## src/rtl/accum_alu_pkg.sv

```systemverilog
// Shared opcode and mode definitions for the accumulator ALU.
// Latency: none (types and constants only).
// Backpressure: not applicable.
package accum_alu_pkg;

  typedef enum logic [3:0] {
    OP_LOOKUP = 4'b0000,
    OP_LOADR  = 4'b0001,
    OP_ADD    = 4'b0010,
    OP_SUB    = 4'b0011,
    OP_MOVE   = 4'b0100,
    OP_LOADM  = 4'b0101,
    OP_STORE  = 4'b0110,
    OP_SHL    = 4'b0111,
    OP_SHR    = 4'b1000,
    OP_AND    = 4'b1001,
    OP_XOR    = 4'b1010,
    OP_EQ     = 4'b1011,
    OP_LT     = 4'b1100,
    OP_GT     = 4'b1101,
    OP_RSVD   = 4'b1110,
    OP_BZ     = 4'b1111
  } alu_op_t;

  // Mode selects the instruction class; only OP_BZ looks at it.
  localparam logic MODE_ALU = 1'b0;
  localparam logic MODE_BR  = 1'b1;

endpackage

```

## src/rtl/accum_alu_if.sv

```systemverilog
// Operand/result bundle between the datapath driver and the ALU.
// Latency: none (wires only).
// Backpressure: none; the ALU accepts a new operation every cycle.
interface accum_alu_if #(
  parameter int WIDTH = 8
);

  logic [WIDTH-1:0] R0;
  logic [WIDTH-1:0] Input;
  logic             Mode;
  logic [3:0]       OP;
  logic [WIDTH-1:0] Out;
  logic             Zero;
  logic             C_out;

  modport master (
    output R0, Input, Mode, OP,
    input  Out, Zero, C_out
  );

  modport slave (
    input  R0, Input, Mode, OP,
    output Out, Zero, C_out
  );

endinterface

```

## src/rtl/accum_alu_carry_flag.sv

```systemverilog
// Carry/borrow status register updated by ADD and SUB.
// Latency: one clock edge from operands to flag.
// Backpressure: none; every other opcode simply holds the flag.
module accum_alu_carry_flag
  import accum_alu_pkg::*;
#(
  parameter int WIDTH = 8
) (
  input  logic             clk,
  input  logic             rst,
  input  alu_op_t          op,
  input  logic [WIDTH-1:0] r0,
  input  logic [WIDTH-1:0] in_b,
  output logic             c_out
);

  logic [WIDTH:0] sum_ext;
  logic           borrow;

  assign sum_ext = {1'b0, r0} + {1'b0, in_b};
  assign borrow  = (r0 < in_b);

  // Reset wins; ADD captures the carry-out, SUB the borrow, anything else holds.
  always_ff @(posedge clk) begin
    if (rst) begin
      c_out <= 1'b0;
    end else begin
      case (op)
        OP_ADD:  c_out <= sum_ext[WIDTH];
        OP_SUB:  c_out <= borrow;
        default: c_out <= c_out;
      endcase
    end
  end

endmodule

```

## src/rtl/accum_alu.sv

```systemverilog
// 8-bit accumulator ALU: combinational result/zero plus registered carry flag.
// Latency: Out/Zero zero-cycle combinational; C_out updates on the next CLK edge.
// Backpressure: none; a new operation may be presented every cycle.
module accum_alu
  import accum_alu_pkg::*;
#(
  parameter int WIDTH = 8
) (
  input  logic        CLK,
  input  logic        Reset,
  accum_alu_if.slave  bus
);

  alu_op_t          op;
  logic [WIDTH-1:0] out_c;

  assign op = alu_op_t'(bus.OP);

  // Result mux: one arm per opcode; reserved and unknown codes yield zero.
  always_comb begin
    out_c = '0;
    case (op)
      OP_LOOKUP,
      OP_LOADR,
      OP_LOADM,
      OP_STORE: out_c = bus.Input;
      OP_ADD:   out_c = bus.R0 + bus.Input;
      OP_SUB:   out_c = bus.R0 - bus.Input;
      OP_MOVE:  out_c = bus.R0;
      OP_SHL:   out_c = {bus.Input[WIDTH-2:0], 1'b0};
      OP_SHR:   out_c = {1'b0, bus.Input[WIDTH-1:1]};
      OP_AND:   out_c = bus.R0 & bus.Input;
      OP_XOR:   out_c = bus.R0 ^ bus.Input;
      OP_EQ:    out_c = {{(WIDTH-1){1'b0}}, (bus.R0 == bus.Input)};
      OP_LT:    out_c = {{(WIDTH-1){1'b0}}, (bus.R0 <  bus.Input)};
      OP_GT:    out_c = {{(WIDTH-1){1'b0}}, (bus.R0 >  bus.Input)};
      OP_BZ: begin
        // Branch target is only forwarded in branch mode with a zero accumulator.
        if ((bus.Mode == MODE_BR) && (bus.R0 == '0)) begin
          out_c = bus.Input;
        end
      end
      default:  out_c = '0;
    endcase
  end

  assign bus.Out  = out_c;
  assign bus.Zero = (out_c == '0);

  accum_alu_carry_flag #(
    .WIDTH (WIDTH)
  ) u_carry_flag (
    .clk   (CLK),
    .rst   (Reset),
    .op    (op),
    .r0    (bus.R0),
    .in_b  (bus.Input),
    .c_out (bus.C_out)
  );

endmodule

```

## src/flat_wrapper.sv

```systemverilog
// flat-port wrapper written by rule: the top's interface ports become plain ports
module accum_alu_flat import accum_alu_pkg::*;
#(
  parameter int WIDTH = 8
)
  (CLK, Reset, bus_R0, bus_Input, bus_Mode, bus_OP, bus_Out, bus_Zero, bus_C_out);
  accum_alu_if #(.WIDTH(WIDTH)) bus_i ();
  input  logic CLK;
  input  logic Reset;
  input wire logic [$bits(bus_i.R0)-1:0] bus_R0;
  input wire logic [$bits(bus_i.Input)-1:0] bus_Input;
  input wire logic [$bits(bus_i.Mode)-1:0] bus_Mode;
  input wire logic [$bits(bus_i.OP)-1:0] bus_OP;
  output wire logic [$bits(bus_i.Out)-1:0] bus_Out;
  output wire logic [$bits(bus_i.Zero)-1:0] bus_Zero;
  output wire logic [$bits(bus_i.C_out)-1:0] bus_C_out;
  assign bus_i.R0 = bus_R0;
  assign bus_i.Input = bus_Input;
  assign bus_i.Mode = bus_Mode;
  assign bus_i.OP = bus_OP;
  assign bus_Out = bus_i.Out;
  assign bus_Zero = bus_i.Zero;
  assign bus_C_out = bus_i.C_out;
  accum_alu #(.WIDTH(WIDTH)) u_core (.CLK(CLK), .Reset(Reset), .bus(bus_i));
endmodule
```

## config.mk

```make
export PLATFORM = sky130hd
export DESIGN_NAME = accum_alu_flat
export DESIGN_NICKNAME = d
export VERILOG_FILES = /design/src/rtl/accum_alu_pkg.sv /design/src/rtl/accum_alu_if.sv /design/src/rtl/accum_alu_carry_flag.sv /design/src/rtl/accum_alu.sv /design/src/flat_wrapper.sv
export SDC_FILE = /design/constraint.sdc
export NUM_CORES = 1
export LEC_CHECK = 0
export BUFFER_PORTS_ARGS = -buffer_cell sky130_fd_sc_hd__clkbuf_2
export CORE_ASPECT_RATIO = 1.5
export CORE_MARGIN = 5
export CORE_UTILIZATION = 30
export CTS_CLUSTER_DIAMETER = 80
export DETAILED_ROUTE_END_ITERATION = 10
export PLACE_DENSITY = 0.49
export SKIP_LAST_GASP = 1
export SLEW_MARGIN = 20
export SYNTH_ARGS = -nofsm -noshare
export SYNTH_HDL_FRONTEND = slang
export SYNTH_SLANG_ARGS = --single-unit
```

## constraint.sdc

```tcl
create_clock -name CLK -period 2.6 [get_ports CLK]
set_input_delay 0.26 -clock CLK [delete_from_list [all_inputs] [get_ports CLK]]
set_output_delay 0.26 -clock CLK [all_outputs]
set_load 0.05 [all_outputs]
```

# Yosys cells after proc, flatten, opt, wreduce, memory -nomap -nowiden
# Cells that the tools add are included.
[totals]
word_cells = 32
latch_bits = 0
reg_bits = 1
ram_bits = 0
input_bits = 23
n_memories = 0
romBits = 0
out_inout_bits = 10
[op_classes]
bitwise_logic = 2
div_mod_pow = 0
n_mul = 0
reduce_logical = 6
n_mux = 3
n_shift = 0
eq_ne = 15
addsub = 3
magnitude_cmp = 2
[ops]
columns = ["cell", "n"]
rows = [
  ["one-hot mux 8 bit (12 select lines)", 1],
  ["== test 4 bit, second input constant", 7],
  ["== test 4 x 3 -> 1 bit, second input constant", 4],
  ["logical NOT 8 bit", 2],
  ["adder 8 x 8 -> 9 bit", 1],
  ["adder 8 bit", 1],
  ["bitwise AND 8 bit", 1],
  ["== test 4 x 2 -> 1 bit, second input constant", 2],
  ["== test 8 bit", 1],
  ["greater-than comparator 8 bit", 1],
  ["less-than comparator 8 bit", 1],
  ["2-to-1 mux 8 bit", 1],
  ["subtractor 8 bit", 1],
  ["bitwise XOR 8 bit", 1],
  ["== test 4 x 1 -> 1 bit, second input constant", 1],
  ["logical NOT 4 bit", 1],
  ["OR reduction 4 bit", 1],
  ["one-hot mux 1 bit (2 select lines)", 1],
  ["nonzero test 2 bit", 1],
  ["logical AND 1 bit", 1],
]

# Logic depth before layout (Yosys ltp)
[depth]
ltp_word = 5
depth_mapped = 11
ltp_nobuf = 11

# Cells and area by module
# A second synthesis with hierarchy kept.
[unflattened]
cells_unflattened = 246
area_unflattened_um2 = 1760.4
[modules_own_cells]
columns = ["module", "area_per_inst_um2", "n_inst", "cells_each", "seq_area_each_um2"]
rows = [
  ["accum_alu", 1380.1, 1, 195, 0.0],
  ["accum_alu_carry_flag", 380.4, 1, 51, 20.0],
]

# Least setup slack after synthesis
# Ideal clock, no wire load.
[synth_path]
path_kind = "input -> output"
from = "in bus_Input[3]"
to = "out bus_Zero"
n_path_buf = 1
stages = 10
t_arrival_ns = 3.795
t_required_ns = 2.340
slack_ns = -1.455
path_cell_list = "inv_1 ha_1 buf_2 o21a_1 o31a_1 nor2_1 nor4_1 nor2_1 o311ai_0 nor4_2"
[synth_via]
elab_chain_cells = 3
word_cells_on_any_way = 10
cone_classes = "add/sub: 2; order compare: 2; eq/ne: 1; mux: 2; bitwise: 2; reduce/logical: 1"
[synth_lines]
columns = ["item", "line", "source"]
rows = [
  ["start, declared", "flat_wrapper.sv:11", "input wire logic [$bits(bus_i.Input)-1:0] bus_Input;"],
  ["subtractor 8 bit / adder 8 bit (equally long branches)", "accum_alu.sv:28, accum_alu.sv:27", ""],
  ["one-hot mux 8 bit (12 select lines) (*)", "accum_alu.sv:22", "case (op)"],
  ["named net bus_Out[7]", "flat_wrapper.sv:14", "output wire logic [$bits(bus_i.Out)-1:0] bus_Out;"],
  ["logical NOT 8 bit (*)", "accum_alu.sv:48", "assign bus.Zero = (out_c == '0);"],
  ["end, declared", "flat_wrapper.sv:15", "output wire logic [$bits(bus_i.Zero)-1:0] bus_Zero;"],
]
# Mark *: on every way through the listed nets, which the timed path passes. The rest lies on a longest branch.

# Final worst setup path
[layout_path]
from = "in bus_R0[0]"
to = "out bus_Out[6]"
[layout_via]
elab_chain_cells = 4
word_cells_on_any_way = 6
cone_classes = "add/sub: 2; mux: 2; reduce/logical: 2"
[layout_lines]
columns = ["item", "line", "source"]
rows = [
  ["start, declared", "flat_wrapper.sv:10", "input wire logic [$bits(bus_i.R0)-1:0] bus_R0;"],
  ["parallel branches: the longest is 3 deep, another holds subtractor 8 bit", "n/a", ""],
  ["one-hot mux 8 bit (12 select lines) (*)", "accum_alu.sv:22", ""],
  ["end, declared", "flat_wrapper.sv:14", ""],
]
# Every way passes the cells marked *.

==> impl_metrics.xml <==
<?xml version="1.0" encoding="UTF-8"?>
<metrics>
  <group name="outcome">
    <metric name="run_status" unit="">complete, but fails checks</metric>
    <metric name="failing_checks" unit="">negative setup slack</metric>
  </group>
  <group name="worst_setup_path">
    <metric name="setup.worst_path.start_class" unit="">primary input</metric>
    <metric name="ff_to_ff_setup_slack" unit="ns">2.04</metric>
    <metric name="path_class" unit="">primary input to output pin</metric>
    <metric name="cp.arrival" unit="ns">2.48</metric>
    <metric name="reg2reg_depth" unit="">2</metric>
    <metric name="cp.required" unit="ns">2.34</metric>
    <metric name="cp-end-kind" unit="">output pin</metric>
    <metric name="critical_path.max_fanout" unit="">3</metric>
  </group>
  <group name="job">
    <metric name="count_of_maximum_capacitance_violations" unit="">0</metric>
  </group>
  <group name="synthesis">
    <metric name="ys_async_sr_fraction" unit="%">0</metric>
    <metric name="register_bit_count_reported_by_yosys" unit="">1</metric>
    <metric name="synth.cell_area" unit="sq mm">0.00142</metric>
    <metric name="yosys_most_used_dff" unit="">sky130_fd_sc_hd__dfxtp_1</metric>
    <metric name="synth_sequential_area_ratio" unit="%">1.41</metric>
    <metric name="number_of_enable_type_register_cells_in_the_synthesized_netlist" unit="">0</metric>
    <metric name="ys.warnings.count" unit="">0</metric>
    <metric name="mapped_cells" unit="">205</metric>
    <metric name="syn-num-nets" unit="">246</metric>
    <metric name="synth_area_per_cell" unit="sq um">6.95</metric>
    <metric name="netlist-cell-type-count" unit="">60</metric>
  </group>
  <group name="floorplan">
    <metric name="dieHeight" unit="um">94.4</metric>
    <metric name="die_w" unit="um">66.3</metric>
    <metric name="core-area" unit="sq mm">0.00458</metric>
    <metric name="die_area" unit="sq mm">0.00625</metric>
    <metric name="io_pins" unit="">33</metric>
    <metric name="floorplan.rows" unit="">30</metric>
    <metric name="starting_density_of_the_core" unit="%">31.1</metric>
  </group>
  <group name="clock_network">
    <metric name="clkLatencyLatePin" unit="ns">0</metric>
    <metric name="clk_transition_reported_paths" unit="ns">0</metric>
    <metric name="holdBufCountCts" unit="">0</metric>
  </group>
  <group name="detailed_routing">
    <metric name="avgViaCountPerCell" unit="">5.71</metric>
    <metric name="ant_nets" unit="">0</metric>
    <metric name="post-route-drc-count" unit="">0</metric>
    <metric name="routed_wire_length_per_instance" unit="um">17.1</metric>
    <metric name="detail_route.wirelength" unit="um">6110</metric>
    <metric name="drt_iter0_drc" unit="">180</metric>
    <metric name="route.vias.total" unit="">2033</metric>
    <metric name="firstDrtPassIters" unit="">7</metric>
  </group>
  <group name="sta">
    <metric name="layout_setup_ws" unit="ns">-0.140</metric>
    <metric name="slew_headroom" unit="%">48.3</metric>
    <metric name="fmax" unit="MHz">365</metric>
    <metric name="finClkSkew" unit="ns">0</metric>
    <metric name="final_hold_viol_count" unit="">0</metric>
    <metric name="finalSetupViolCount" unit="">3</metric>
    <metric name="maxSlewViolCount" unit="">0</metric>
    <metric name="post-route-period-util" unit="%">105</metric>
    <metric name="rsz0062_at_grt" unit="">true</metric>
    <metric name="worst_pin_slew" unit="ns">0.775</metric>
    <metric name="fin_setup_tns" unit="ns">-0.314</metric>
    <metric name="fin_crit" unit="ns">2.74</metric>
  </group>
  <group name="layout">
    <metric name="num_antenna_cells" unit="">0</metric>
    <metric name="reg_top3" unit="">u_core.u_carry_flag.c_out x1</metric>
    <metric name="post_route_standard_cell_area_excluding_fillers" unit="sq mm">0.00234</metric>
    <metric name="largest_reg_flops" unit="">1</metric>
    <metric name="largest_register_by_flop_count" unit="">u_core.u_carry_flag.c_out</metric>
    <metric name="synthesis_to_layout_area_growth" unit="%">64.2</metric>
    <metric name="final_net_count" unit="">335</metric>
    <metric name="stdcell_count" unit="">356</metric>
    <metric name="finalCoreUtilization" unit="%">51.1</metric>
    <metric name="final_layout_size_suffix_gt1_share" unit="%">44.5</metric>
    <metric name="layout_fillers" unit="">479</metric>
  </group>
  <group name="global_route">
    <metric name="via_count_of_the_first_global_routing_pass" unit="">1925</metric>
    <metric name="gr-total-overflow" unit="">0</metric>
    <metric name="grt_pass1_wl" unit="um">9510</metric>
    <metric name="total_routing_usage_gr" unit="%">19.1</metric>
    <metric name="grt_start_max_net_pins" unit="">18</metric>
    <metric name="grt_antenna_before_repair" unit="">0</metric>
  </group>
  <group name="power">
    <metric name="max-vdd-ir-drop" unit="uV">148</metric>
    <metric name="power_leakage" unit="uW">0.00106</metric>
    <metric name="power_density" unit="mW/mm^2">258</metric>
  </group>
  <group name="min_path">
    <metric name="worstHoldPathCells" unit="">2</metric>
    <metric name="min-delay-path-class" unit="">primary input to flip-flop</metric>
  </group>
  <group name="placement">
    <metric name="place_worst_setup_slack" unit="ns">-0.326</metric>
    <metric name="gp_routability_congestion" unit="">1.07</metric>
    <metric name="placement.cell_area" unit="sq mm">0.00209</metric>
    <metric name="placedCellCount" unit="">348</metric>
    <metric name="hpwl" unit="um">4730</metric>
    <metric name="io_buffer_count" unit="">32</metric>
  </group>
</metrics>
-- cell usage after synthesis (all sizes together), types with 2 or more instances --
| cell | count | area [sq um] |
|---|---|---|
| inv | 19 | 71.3 |
| nand2 | 19 | 71.3 |
| ha | 16 | 200 |
| a21oi | 14 | 70.1 |
| nor2 | 13 | 48.8 |
| buf | 12 | 81.3 |
| a22oi | 10 | 80.1 |
| o21ai | 9 | 45.0 |
| nand3 | 7 | 40.0 |
| nor2b | 6 | 45.0 |
| nor3 | 6 | 30.0 |
| nand2b | 5 | 31.3 |
| nand4 | 5 | 31.3 |
| mux2i | 4 | 40.0 |
| nor4 | 4 | 31.3 |
| o211ai | 4 | 30.0 |
| o311ai | 4 | 35.0 |
| xnor2 | 4 | 42.6 |
| or4 | 3 | 22.5 |
| a21o | 2 | 15.0 |
| a221oi | 2 | 17.5 |
| a31oi | 2 | 12.5 |
| and3 | 2 | 12.5 |
| fa | 2 | 40.0 |
| o2111ai | 2 | 17.5 |
| o21a | 2 | 15.0 |
| o311a | 2 | 21.3 |
| o32ai | 2 | 25.0 |
| or3 | 2 | 12.5 |
-- cells by family (layout without fill, tap and decap cells) --
logic type	after synthesis	after routing	share of synthesized area, %
flops	1	1	1.41
simple gates	77	77	29.0
buf+inv	32	119	11.0
compound gates	68	68	35.3
mux	4	4	2.81
xor+xnor	5	5	3.60
fa+ha+maj	18	18	16.9
-- metal layers --
layer	global-route usage (%)	up-vias	share of wire (%)
met5	0	-	0
met4	6.27	0	5.1
met3	0.833	29	6.7
met2	34.1	114	48
met1	24.1	939	40
li1	-	951	-
-- per-stage QoR --
stage / hold slack [ns] / power (uW)
finish: 0.418 / 603
global route: 0.441 / 640
CTS: 0.422 / 549
detailed placement: 0.421 / 519
global placement: 0.419 / 523
floorplan: 0.329 / 302
-- power by group --
group,switching (uW),total [uW],internal (uW)
Combinational,315,586,271
Clock,0,0,0
Sequential,0.270,16.6,16.3
-- layout make-up --
| class | count | area [sq um] | area share (%) |
|---|---|---|---|
| repair buffers | 100 | 774 | 33.1 |
| well taps | 64 | 80.1 | 3.42 |
| flip-flops and latches | 1 | 20.0 | 0.856 |
| inverters | 19 | 88.8 | 3.80 |
| multi-input cells | 172 | 1380 | 58.8 |
-- timing repair --
action | 4_1_cts | 5_1_grt
endpoints found under the setup margin | 5 | 7
pin swaps | 5 | 7
endpoints found under the hold margin | 0 | 0
gates resized for setup | 20 | 31
setup buffers | 2 | 6
-- cell usage in the layout, fill, tap and decap left out, types with 3 or more instances in the layout --
cell type,count
sky130_fd_sc_hd__buf_4,64
sky130_fd_sc_hd__clkbuf_2,24
sky130_fd_sc_hd__nand2_1,19
sky130_fd_sc_hd__inv_1,13
sky130_fd_sc_hd__nor2_1,12
sky130_fd_sc_hd__a21oi_1,12
sky130_fd_sc_hd__ha_1,12
sky130_fd_sc_hd__a22oi_1,9
sky130_fd_sc_hd__o21ai_0,7
sky130_fd_sc_hd__buf_6,7
sky130_fd_sc_hd__nor3_1,6
sky130_fd_sc_hd__nand3_1,6
sky130_fd_sc_hd__nor2b_1,5
sky130_fd_sc_hd__nand4_1,5
sky130_fd_sc_hd__nand2b_1,4
sky130_fd_sc_hd__mux2i_1,4
sky130_fd_sc_hd__o211ai_1,4
sky130_fd_sc_hd__buf_12,4
sky130_fd_sc_hd__inv_2,3
sky130_fd_sc_hd__or4_1,3
sky130_fd_sc_hd__nor4_1,3
sky130_fd_sc_hd__xnor2_1,3
sky130_fd_sc_hd__ha_4,3
-- final timing paths --
check                                           endpoint                                   start
setup / recovery                              bus_Out[6]                               bus_R0[0]
hold / removal    u_core.u_carry_flag.c_out$_SDFFE_PP0P_                                   Reset
setup reg to reg  u_core.u_carry_flag.c_out$_SDFFE_PP0P_  u_core.u_carry_flag.c_out$_SDFFE_PP0P_
hold reg to reg   u_core.u_carry_flag.c_out$_SDFFE_PP0P_  u_core.u_carry_flag.c_out$_SDFFE_PP0P_
-- worst max-delay path: stages --
cell	delay [ns]
sky130_fd_sc_hd__buf_12	0.11
sky130_fd_sc_hd__ha_4	0.15
sky130_fd_sc_hd__fa_2	0.34
sky130_fd_sc_hd__nand2b_1	0.09
sky130_fd_sc_hd__a21oi_2	0.06
sky130_fd_sc_hd__o41a_1	0.33
sky130_fd_sc_hd__or4_1	0.52
sky130_fd_sc_hd__and3_4	0.19
sky130_fd_sc_hd__buf_4	0.13
sky130_fd_sc_hd__buf_6	0.11
sky130_fd_sc_hd__inv_4	0.04
sky130_fd_sc_hd__buf_8	0.13
Note: power is estimated with default switching activity, not from simulation.
